==> src/rtl/sparse_a_result_serializer.sv <==
// Splits GF(2) result words from the sparse A-matrix multiplier into LSB-first beats and flags each frame's final beat.
// Optional SPARSE_A_SERIALIZER_CHECKSUM_EN appends one XOR-checksum beat per frame.
module sparse_a_result_serializer #(
  parameter int IN_WIDTH    = 96,
  parameter int OUT_WIDTH   = 8,
  parameter int FRAME_WORDS = 11
) (
  input  logic                 i_clock,
  input  logic                 i_reset,
  input  logic [IN_WIDTH-1:0]  i_input_data,
  input  logic                 i_input_valid,
  output logic                 o_input_ready,
  output logic [OUT_WIDTH-1:0] o_output_data,
  output logic                 o_output_valid,
  output logic                 o_output_last,
  input  logic                 i_output_ready
);

  localparam int RATIO = IN_WIDTH / OUT_WIDTH;
  localparam int BW    = (RATIO > 1) ? $clog2(RATIO) : 1;
  localparam int WW    = (FRAME_WORDS > 1) ? $clog2(FRAME_WORDS) : 1;
  localparam logic [BW-1:0] LAST_BEAT = BW'(RATIO - 1);
  localparam logic [WW-1:0] LAST_WORD = WW'(FRAME_WORDS - 1);

  generate
    if ((IN_WIDTH % OUT_WIDTH) != 0 || FRAME_WORDS < 1) begin : g_bad_params
      $error("sparse_a_result_serializer: IN_WIDTH must be a multiple of OUT_WIDTH and FRAME_WORDS >= 1");
    end
  endgenerate

`ifdef SPARSE_A_SERIALIZER_CHECKSUM_EN
  typedef enum logic [1:0] {ST_EMPTY, ST_SHIFT, ST_CHECKSUM} state_t;
  logic [OUT_WIDTH-1:0] xor_q, xor_d;
`else
  typedef enum logic [1:0] {ST_EMPTY, ST_SHIFT} state_t;
`endif

  state_t               state_q, state_d;
  logic [IN_WIDTH-1:0]  shreg_q, shreg_d;
  logic [BW-1:0]        beat_cnt_q, beat_cnt_d;
  logic [WW-1:0]        word_cnt_q, word_cnt_d;
  logic                 beat_last, word_last, in_ready, in_xfer, out_xfer;

  always_comb begin
    state_d    = state_q;
    shreg_d    = shreg_q;
    beat_cnt_d = beat_cnt_q;
    word_cnt_d = word_cnt_q;
`ifdef SPARSE_A_SERIALIZER_CHECKSUM_EN
    xor_d      = xor_q;
`endif
    beat_last  = (beat_cnt_q == LAST_BEAT);
    word_last  = (word_cnt_q == LAST_WORD);
    out_xfer   = (state_q != ST_EMPTY) & i_output_ready;

    // The next word may load in the same cycle the current word's last beat leaves.
    in_ready = 1'b0;
    if (state_q == ST_EMPTY) begin
      in_ready = 1'b1;
    end else if (state_q == ST_SHIFT) begin
`ifdef SPARSE_A_SERIALIZER_CHECKSUM_EN
      in_ready = beat_last & i_output_ready & ~word_last;
`else
      in_ready = beat_last & i_output_ready;
`endif
    end
    in_xfer = i_input_valid & in_ready & ~i_reset;

    case (state_q)
      ST_EMPTY: begin
        if (in_xfer) begin
          shreg_d    = i_input_data;
          beat_cnt_d = '0;
          state_d    = ST_SHIFT;
        end
      end
      ST_SHIFT: begin
        if (out_xfer) begin
          shreg_d = shreg_q >> OUT_WIDTH;
`ifdef SPARSE_A_SERIALIZER_CHECKSUM_EN
          xor_d   = xor_q ^ shreg_q[OUT_WIDTH-1:0];
`endif
          if (beat_last) begin
            beat_cnt_d = '0;
            word_cnt_d = word_last ? '0 : word_cnt_q + 1'b1;
            if (in_xfer) begin
              shreg_d = i_input_data;
            end else begin
              state_d = ST_EMPTY;
            end
`ifdef SPARSE_A_SERIALIZER_CHECKSUM_EN
            if (word_last) begin
              state_d = ST_CHECKSUM;
            end
`endif
          end else begin
            beat_cnt_d = beat_cnt_q + 1'b1;
          end
        end
      end
`ifdef SPARSE_A_SERIALIZER_CHECKSUM_EN
      ST_CHECKSUM: begin
        if (out_xfer) begin
          xor_d   = '0;
          state_d = ST_EMPTY;
        end
      end
`endif
      default: state_d = ST_EMPTY;
    endcase
  end

  always_ff @(posedge i_clock) begin
    if (i_reset) begin
      state_q    <= ST_EMPTY;
      shreg_q    <= '0;
      beat_cnt_q <= '0;
      word_cnt_q <= '0;
`ifdef SPARSE_A_SERIALIZER_CHECKSUM_EN
      xor_q      <= '0;
`endif
    end else begin
      state_q    <= state_d;
      shreg_q    <= shreg_d;
      beat_cnt_q <= beat_cnt_d;
      word_cnt_q <= word_cnt_d;
`ifdef SPARSE_A_SERIALIZER_CHECKSUM_EN
      xor_q      <= xor_d;
`endif
    end
  end

  assign o_input_ready  = in_ready & ~i_reset;
  assign o_output_valid = (state_q != ST_EMPTY);
`ifdef SPARSE_A_SERIALIZER_CHECKSUM_EN
  assign o_output_data  = (state_q == ST_CHECKSUM) ? xor_q : shreg_q[OUT_WIDTH-1:0];
  assign o_output_last  = (state_q == ST_CHECKSUM);
`else
  assign o_output_data  = shreg_q[OUT_WIDTH-1:0];
  assign o_output_last  = (state_q == ST_SHIFT) & beat_last & word_last;
`endif

endmodule

==> config.mk <==
export PLATFORM = sky130hd
export DESIGN_NAME = sparse_a_result_serializer
export DESIGN_NICKNAME = d
export VERILOG_FILES = /design/src/rtl/sparse_a_result_serializer.sv
export SDC_FILE = /design/constraint.sdc
export NUM_CORES = 1
export LEC_CHECK = 0
export ABC_AREA = 1
export CORE_AREA = 4 4 139 88
export DETAILED_ROUTE_END_ITERATION = 10
export DIE_AREA = 0 0 143 92
export PLACE_DENSITY = 0.85
export SLEW_MARGIN = 20
export SYNTH_ARGS = -nofsm -noshare
export SYNTH_HDL_FRONTEND = slang
export SYNTH_SLANG_ARGS = --single-unit
==> constraint.sdc <==
create_clock -name i_clock -period 2 [get_ports i_clock]
set_clock_uncertainty 0.05 [all_clocks]
set_input_delay 0.4 -clock i_clock [delete_from_list [all_inputs] [get_ports i_clock]]
set_output_delay 0.4 -clock i_clock [all_outputs]
set_load 0.05 [all_outputs]
# --- After elaboration in Yosys (flattened, before gate mapping) ---
# Index checks and enable logic that the tools add are counted.
totals:
  register_bits: 106
  latch_bits: 0
  mem_bits_rw: 0
  romBits: 0
  output_inout_bits: 11
  wordCells: 44
  memories: 0
op_classes:
  addsub: 2
  mul: 0
  n_div: 0
  order_cmp: 0
  eq_ne: 7
  shift: 0
  mux: 17
  n_bitwise: 8
  reduce_logical: 6
op_table:
  columns: ["operator", "count"]
  rows:
  - ["2-to-1 mux 96 bit", 4]
  - ["case mux 96 bit (2 select lines)", 1]
  - ["2-to-1 mux 4 bit", 4]
  - ["adder 4 x 1 -> 4 bit (second input constant)", 2]
  - ["equality test 4 bit (second input constant)", 2]
  - ["2-to-1 mux 2 bit", 4]
  - ["inequality test 2 bit (second input constant)", 4]
  - ["case mux 4 bit (2 select lines)", 1]
  - ["bitwise AND 1 bit", 7]
  - ["AND reduction 3 bit", 2]
  - ["case mux 2 bit (2 select lines)", 1]
  - ["AND reduction 4 bit", 1]
  - ["nonzero test 2 bit", 2]
  - ["equality test 2 x 1 -> 1 bit (second input constant)", 1]
  - ["logical NOT 2 bit", 1]
  - ["2-to-1 mux 1 bit", 2]
  - ["inverter 1 bit", 1]

# --- Logic depth before layout (Yosys ltp) ---
# Gate-level depths: netlist (run 1).
depth:
  depth_word: 10
  ltp_mapped: 10
  mapped_depth_nobuf: 8

# --- Worst setup path after synthesis (run 1) ---
# OpenSTA, ideal clock, no wires.
synth_timing:
  path_kind: "flip-flop to output port"
  start: "register state_q[0]"
  end: "output port o_output_last"
  arrival_time_ns: 1.994
  slack_ns: -0.444
  stages_incl_launch_ff: 4
  path_buffers: 1
  cell_sequence: "dfxtp_1 > buf_4 > inv_1 > nor3_1"
synth_via:
  elab_chain_len: 3
synth_lines:
  columns: ["element", "line", "source"]
  rows:
  - ["start, declared", "38", "state_t state_q, state_d;"]
  - ["start signal, assigned", "123", "state_q <= state_d;"]
  - ["equality test 2 x 1 -> 1 bit", "140", "assign o_output_last = (state_q == ST_SHIFT) & beat_last & word_last;"]
  - ["bitwise AND 1 bit (2 in a row)", "140", null]
  - ["end, declared", "15", "output logic o_output_last,"]
# Every way passes these cells.

# --- Worst setup path after layout (run 1) ---
layout_timing:
  start: "register shreg_q[1]"
  end: "output port o_output_data[1]"
layout_lines:
  columns: ["element", "line", "source"]
  rows:
  - ["start, declared", "39", "logic [IN_WIDTH-1:0] shreg_q, shreg_d;"]
  - ["start signal, assigned", "124", "shreg_q <= shreg_d;"]
  - ["end, declared", "13", "output logic [OUT_WIDTH-1:0] o_output_data,"]
# No word-level cell between the ends.

==> impl_metrics.yaml, run 1 <==
global_route:
  grt_max_degree: 91
  grt_pass1_vias: 5022
  grt_pass1_wl_mm: 23.0
  grt_use_total_pct: 21.1
  overflow: 0
  antenna_found_initial: 0
power_and_ir_drop:
  p_seq_share_pct: 43.7
  power_leakage_nw: 3.12
  p_int_mw: 3.92
  ir_worst_vdd_mv: 0.449
  switching_share_pct: 27.7
  power_mw: 5.42
  powerDensity_nw_per_um2: 758
  p_clk_share_pct: 35.2
  p_switching_mw: 1.50
  p_comb_share_pct: 21.2
sta:
  worstMarginPinSlew_ns: 0.638
  slew_viol_final: 0
  final-hold-violation-count: 0
  finalSetupViolations: 0
  worst_slack_ns: 0.0398
  fin_crit_sh_pct: 98.0
  period_minus_slack_ns: 1.96
  max_freq_mhz: 510
  relSlewSlack_pct: 57.5
  rsz0062_at_grt: "false"
floorplanning:
  rows: 30
  dieWidth_um: 143
  pin_count: 111
  start_util_pct: 50.5
  die_area_um2: 13200
  core_um2: 11000
  die_h_um: 92
cts:
  clockBufferDepth: 2
  clock_latency_ns: 0.35
  htreeDepth: 3
  path_clk_slew_ns: 0.07
  cts.sinks: 105
  numCtsBuffers: 9
  root_buffer: "clkbuf_16"
  cts_tree: "built"
  cts.hold.buffers_added: 0
critical_path:
  path_cells: "clkdlybuf4s50_1"
  critPathBufInv: 1
  critPathLaunch: "shreg_q[1]"
  cp-start-kind: "register"
  crit_slowest_cell: "clkdlybuf4s50_1"
  crit_family: "buffers and inverters"
  worstPathArrival_ns: 1.51
  end_kind: "output pin"
  timing.rr.start: "beat_cnt_q[1]"
  crit_required_ns: 1.55
  max_stage_delay_ns: 0.81
  path_max_fanout: 2
  path_class: "register to output pin"
placed_design:
  io_buffers: 110
  dpl_worst_slack_ns: -0.0412
  post-dp-hpwl_mm: 9.27
  gp_congestion: 0.818
layout:
  syn_to_final_growth_pct: 28.8
  drive_gt1_share_pct: 6.18
  num_antenna_cells: 0
  num-nets-final: 1050
detailed_routing:
  wl_per_cell_um: 12.8
  vias: 5613
  drtIter0Drc: 502
  drtPass1Iterations: 6
  routed_wl_mm: 14.0
  route.detailed.drc: 0
  viasPerCell: 5.11
  ant_nets: 0
min_path:
  min_path_type: "register to register"
  holdCritStartpoint: "shreg_q[90]"
synth:
  synth_seq_cells: 105
  yosysSeqAreaShare_pct: 37.8
  ys_warn_count: 0
  avgSynthCellArea_um2: 6.32
  syn_nets: 980
  yosysUniqueCellTypes: 20
  netlist_instances: 879
  synth_area_um2: 5560
run:
  drv_cap: 0
status:
  status: "finished, final reports clean"
==> power by group through the flow <==
| stage | sequential [mW] | combinational (mW) | clock, mW |
|---|---|---|---|
| after global placement | 2.41 | 1.11 | 0 |
| final | 2.37 | 1.15 | 1.91 |
| after detailed placement | 2.41 | 1.13 | 0 |
| after floorplan | 2.38 | 0.755 | 0 |
| after global routing | 2.39 | 1.29 | 2.01 |
| after CTS | 2.36 | 1.15 | 1.95 |
==> path summary, 6_finish.rpt <==
| check | depth (start not counted) | slack, ns | endpoint |
|---|---|---|---|
| worst max-delay path | 1 | 0.04 | o_output_data[1] |
| worst min-delay path | 2 | 0.42 | shreg_q[90] |
| worst max register to register | 10 | 0.21 | shreg_q[39] |
| worst min register to register | 2 | 0.42 | shreg_q[90] |
==> synthesized netlist by cell type <==
cell      number  area (µm²)
inv_1         94         353
buf_6          4        45.0
a211oi_1       1        7.51
nand3_1      102         510
nor2_2         1        6.26
xor2_1         1        8.76
nor3_1         3        15.0
nand4_4        1        21.3
nand4_1        2        12.5
ha_1           1        12.5
inv_2          2        7.51
nand2_1      107         402
o21ai_0       92         460
a21oi_1      101         505
buf_4         22         165
nor2_1       185         694
clkbuf_1      37         139
buf_2         17        85.1
a31oi_1        1        6.26
dfxtp_1      105        2100
==> placed cells by master (no fill, tap or decap), types with 13 or more instances in the layout <==
cell type / netlist / layout
buf_4: 22 / 19
o21ai_0: 92 / 92
dfxtp_1: 105 / 102
a21oi_1: 101 / 101
nand2_1: 107 / 103
nor2_1: 185 / 185
buf_12: 0 / 13
nand3_1: 102 / 102
inv_1: 94 / 94
clkdlybuf4s50_1: 0 / 106
==> registers in the layout, indices dropped and copies added (netlist names) <==
signal	cells
beat_cnt_q	4
shreg_q	96
word_cnt_q	4
state_q	1
==> worst min-delay path, stage by stage, from the launching register on <==
cell and delay (ns):
dfxtp_1 0.32, nand2_1 0.06, a21oi_1 0.05
==> logic make-up after synthesis <==
family,count (synthesis),synth area share [%]
flip-flops,105,37.8
XOR/XNOR,1,0.158
AND/OR/NAND/NOR,401,29.9
AO/OA/AOI/OAI,195,17.6
adder cells (fa/ha/maj),1,0.225
buffers and inverters,176,14.3
==> repair_timing <==
| item | CTS | global route |
|---|---|---|
| pin swaps | 1 | 1 |
| gates resized for setup | 6 | 5 |
| setup buffers | 0 | 1 |
| endpoints found under the setup margin | 2 | 3 |
| cloned | 0 | 0 |
==> metal layers <==
| metal | track usage [%] | wire length (µm) |
|---|---|---|
| met1 | 32.3 | 7040 |
| met2 | 29.6 | 5750 |
| met3 | 5.05 | 1090 |
| met4 | 4.83 | 134 |
| met5 | 0 | 0 |
==> cell type report <==
cell class	count	area (µm²)
multi-input combinational	598	2710
fill	980	3840
clock buffer	12	246
sequential	105	2110
tap	144	180
inverter	96	360
clock inverter	4	76.3
timing repair buffer	139	1480
==> through the flow <==
stage	cells	TNS [ns]	utilization [%]	hold slack (ns)	area, µm²
2_1_floorplan	879	0	-	0.392	5570
4_1_cts	1097	0	64.8	0.426	7130
5_1_grt	1098	0	65.1	0.461	7160
3_3_place_gp	1081	-0.0728	61.8	0.404	6790
6_report	1098	0	65.1	0.424	7160
3_5_place_dp	1081	-0.853	61.8	0.415	6790
Note: power is estimated with default switching activity, not from simulation.
==> run 2: changes to the inputs <==
--- a/config.mk
+++ b/config.mk
@@ -6,10 +6,11 @@
 export NUM_CORES = 1
 export LEC_CHECK = 0
 export ABC_AREA = 1
-export CORE_AREA = 4 4 139 88
+export CORE_AREA = 4 4 136 86
+export CTS_BUF_LIST = sky130_fd_sc_hd__clkbuf_4
 export DETAILED_ROUTE_END_ITERATION = 10
-export DIE_AREA = 0 0 143 92
-export PLACE_DENSITY = 0.85
+export DIE_AREA = 0 0 140 90
+export PLACE_DENSITY = 0.88
 export SLEW_MARGIN = 20
 export SYNTH_ARGS = -nofsm -noshare
 export SYNTH_HDL_FRONTEND = slang
==> run 2 against run 1 <==
  * The run now ends with setup timing left
  * Total power fell by 17%
  * Sequential cell count is the same
  * Core utilization is 2.5 points higher
  * Die area down 4.2%
  * Non-clock buffer count up 6
  * Global-route usage up 0.39 points
  * Combinational power about the same
  * Wire length down 0.12%
  * Maximum frequency shrank 4.5%
  * Worst hold slack better by 0.0037 ns
  * Largest cell class unchanged
==> impl_metrics.yaml, run 2 (synthesis results as in run 1) <==
status:
  status: "finished with violations"
  violations: "setup timing"
sta:
  worstMarginPinSlew_ns: 0.523
  final-hold-violation-count: 0
  rsz0062_at_grt: "true"
  max_freq_mhz: 487
  fin_crit_sh_pct: 103
  finalSetupViolations: 2
  slew_viol_final: 0
  relSlewSlack_pct: 65.1
  period_minus_slack_ns: 2.05
  worst_slack_ns: -0.0535
critical_path:
  critPathBufInv: 2
  r2r-end: "shreg_q[35]"
  max_stage_delay_ns: 0.38
  path_class: "register to output pin"
  critPathLaunch: "beat_cnt_q[0]"
  reg2reg_depth: 7
  crit_end: "o_output_last"
  end_kind: "output pin"
  path_cells: "ha_4 > nand3_4 > buf_6 > nor3_4 > buf_12"
  reg2reg_slack_ns: 0.29
  crit_required_ns: 1.55
  timing.rr.start: "state_q[0]"
  worstPathArrival_ns: 1.60
  crit_slowest_cell: "dfxtp_2"
  path_max_fanout: 2
  cp-start-kind: "register"
  cp_num_cells: 5
  crit_family: "flip-flops"
cts:
  path_clk_slew_ns: 0.15
  numCtsBuffers: 9
  root_buffer: "clkbuf_4"
  cts.hold.buffers_added: 0
  clock_latency_ns: 0.46
  cts_tree: "built"
  cts.sinks: 105
  htreeDepth: 3
  clockBufferDepth: 2
detailed_routing:
  ant_nets: 0
  route.detailed.drc: 0
  drtIter0Drc: 522
  routed_wl_mm: 14.0
  vias: 5669
  wl_per_cell_um: 12.7
  viasPerCell: 5.16
  drtPass1Iterations: 5
layout:
  num_antenna_cells: 0
  drive_gt1_share_pct: 6.88
  utilization_pct: 67.6
  final_common_cell: "nor2_1"
  largest_reg_flops: 96
  final_cell_mix: "nor2_1, nand2_1, dfxtp_1, nand3_1, a21oi_1"
  num-nets-final: 1056
  final_cells: 1099
  reg.largest.list: "shreg_q (96), beat_cnt_q (4), word_cnt_q (4)"
  syn_to_final_growth_pct: 26.1
  regMostFlops: "shreg_q"
floorplanning:
  pin_count: 111
  die_area_um2: 12600
  die_h_um: 90
  rows: 29
  dieWidth_um: 140
  start_util_pct: 53.6
  core_um2: 10400
global_route:
  antenna_found_initial: 0
  grt_pass1_wl_mm: 23.2
  grt_use_total_pct: 21.5
  grt_pass1_vias: 4991
  grt_max_degree: 93
  overflow: 0
power_and_ir_drop:
  switching_share_pct: 31.3
  p_switching_mw: 1.40
  p_seq_share_pct: 52.9
  p_comb_share_pct: 25.6
  p_int_mw: 3.08
  power_leakage_nw: 3.09
  powerDensity_nw_per_um2: 639
  p_clk_share_pct: 21.5
  ir_worst_vdd_mv: 0.403
placed_design:
  numPlacedInstances: 1078
  post-dp-hpwl_mm: 9.30
  gp_congestion: 0.814
  io_buffers: 110
min_path:
  holdCritStartpoint: "shreg_q[88]"
  min_path_type: "register to register"
run:
  drv_cap: 0
run 2: final cells by class:
type                            count  area (µm²)
Tap cell                          139         174
Timing Repair Buffer              145        1540
Multi-Input combinational cell    598        2720
Fill cell                         922        3370
Clock buffer                       12        90.1
Clock inverter                      4        21.3
Inverter                           96         360
Sequential cell                   105        2110
run 2: worst min-delay path by stage:
stage / end / slack [ns] / cells past startpoint
after floorplan: shreg_q[88] / 0.39 / 2
after global placement: shreg_q[88] / 0.41 / 2
after detailed placement: shreg_q[88] / 0.41 / 2
after CTS: shreg_q[92] / 0.42 / 3
after global routing: shreg_q[94] / 0.42 / 3
final: shreg_q[88] / 0.43 / 2
run 2: worst reg2reg max path, delay by kind of cell (launching register included):
kind | cells | cell delay, ns
AO/OA/AOI/OAI | 1 | 0.06
buffers and inverters | 2 | 0.46
flip-flops | 1 | 0.53
AND/OR/NAND/NOR | 4 | 0.52
run 2: power groups by stage:
stage	sequential, mW	clock (mW)	combinational [mW]
4_1_cts	2.37	0.983	1.13
3_5_place_dp	2.41	0	1.13
5_1_grt	2.39	1.08	1.28
6_report	2.37	0.963	1.15
3_3_place_gp	2.41	0	1.11
2_1_floorplan	2.38	0	0.755
run 2: per-stage QoR:
stage / setup slack [ns] / hold WS, ns / total power, mW / TNS, ns / instance area (µm²)
CTS: -0.0985 / 0.423 / 4.48 / -0.161 / 6960
floorplan: 0.0698 / 0.392 / 3.14 / 0 / 5570
detailed placement: -0.0680 / 0.409 / 3.54 / -1.22 / 6800
global route: -0.164 / 0.421 / 4.75 / -0.326 / 7010
finish: -0.0535 / 0.428 / 4.48 / -0.0995 / 7010
global placement: -0.0249 / 0.408 / 3.51 / -0.146 / 6800
run 2: layer usage:
metal / vias up / global-route usage [%] / wire length [µm]
li1: 2955 / - / -
met1: 2495 / 32.4 / 6930
met2: 210 / 30.6 / 5960
met3: 9 / 5.62 / 1020
met4: 0 / 4.52 / 102
met5: - / 0 / 0
run 2: timing repair:
action                                  in CTS  in global routing
endpoints found under the setup margin      10                  3
hold endpoints to repair                     0                  0
pin swaps                                    2                  2
buffers inserted                             3                  1
cloned                                       0                  1
gates resized for setup                     17                  3
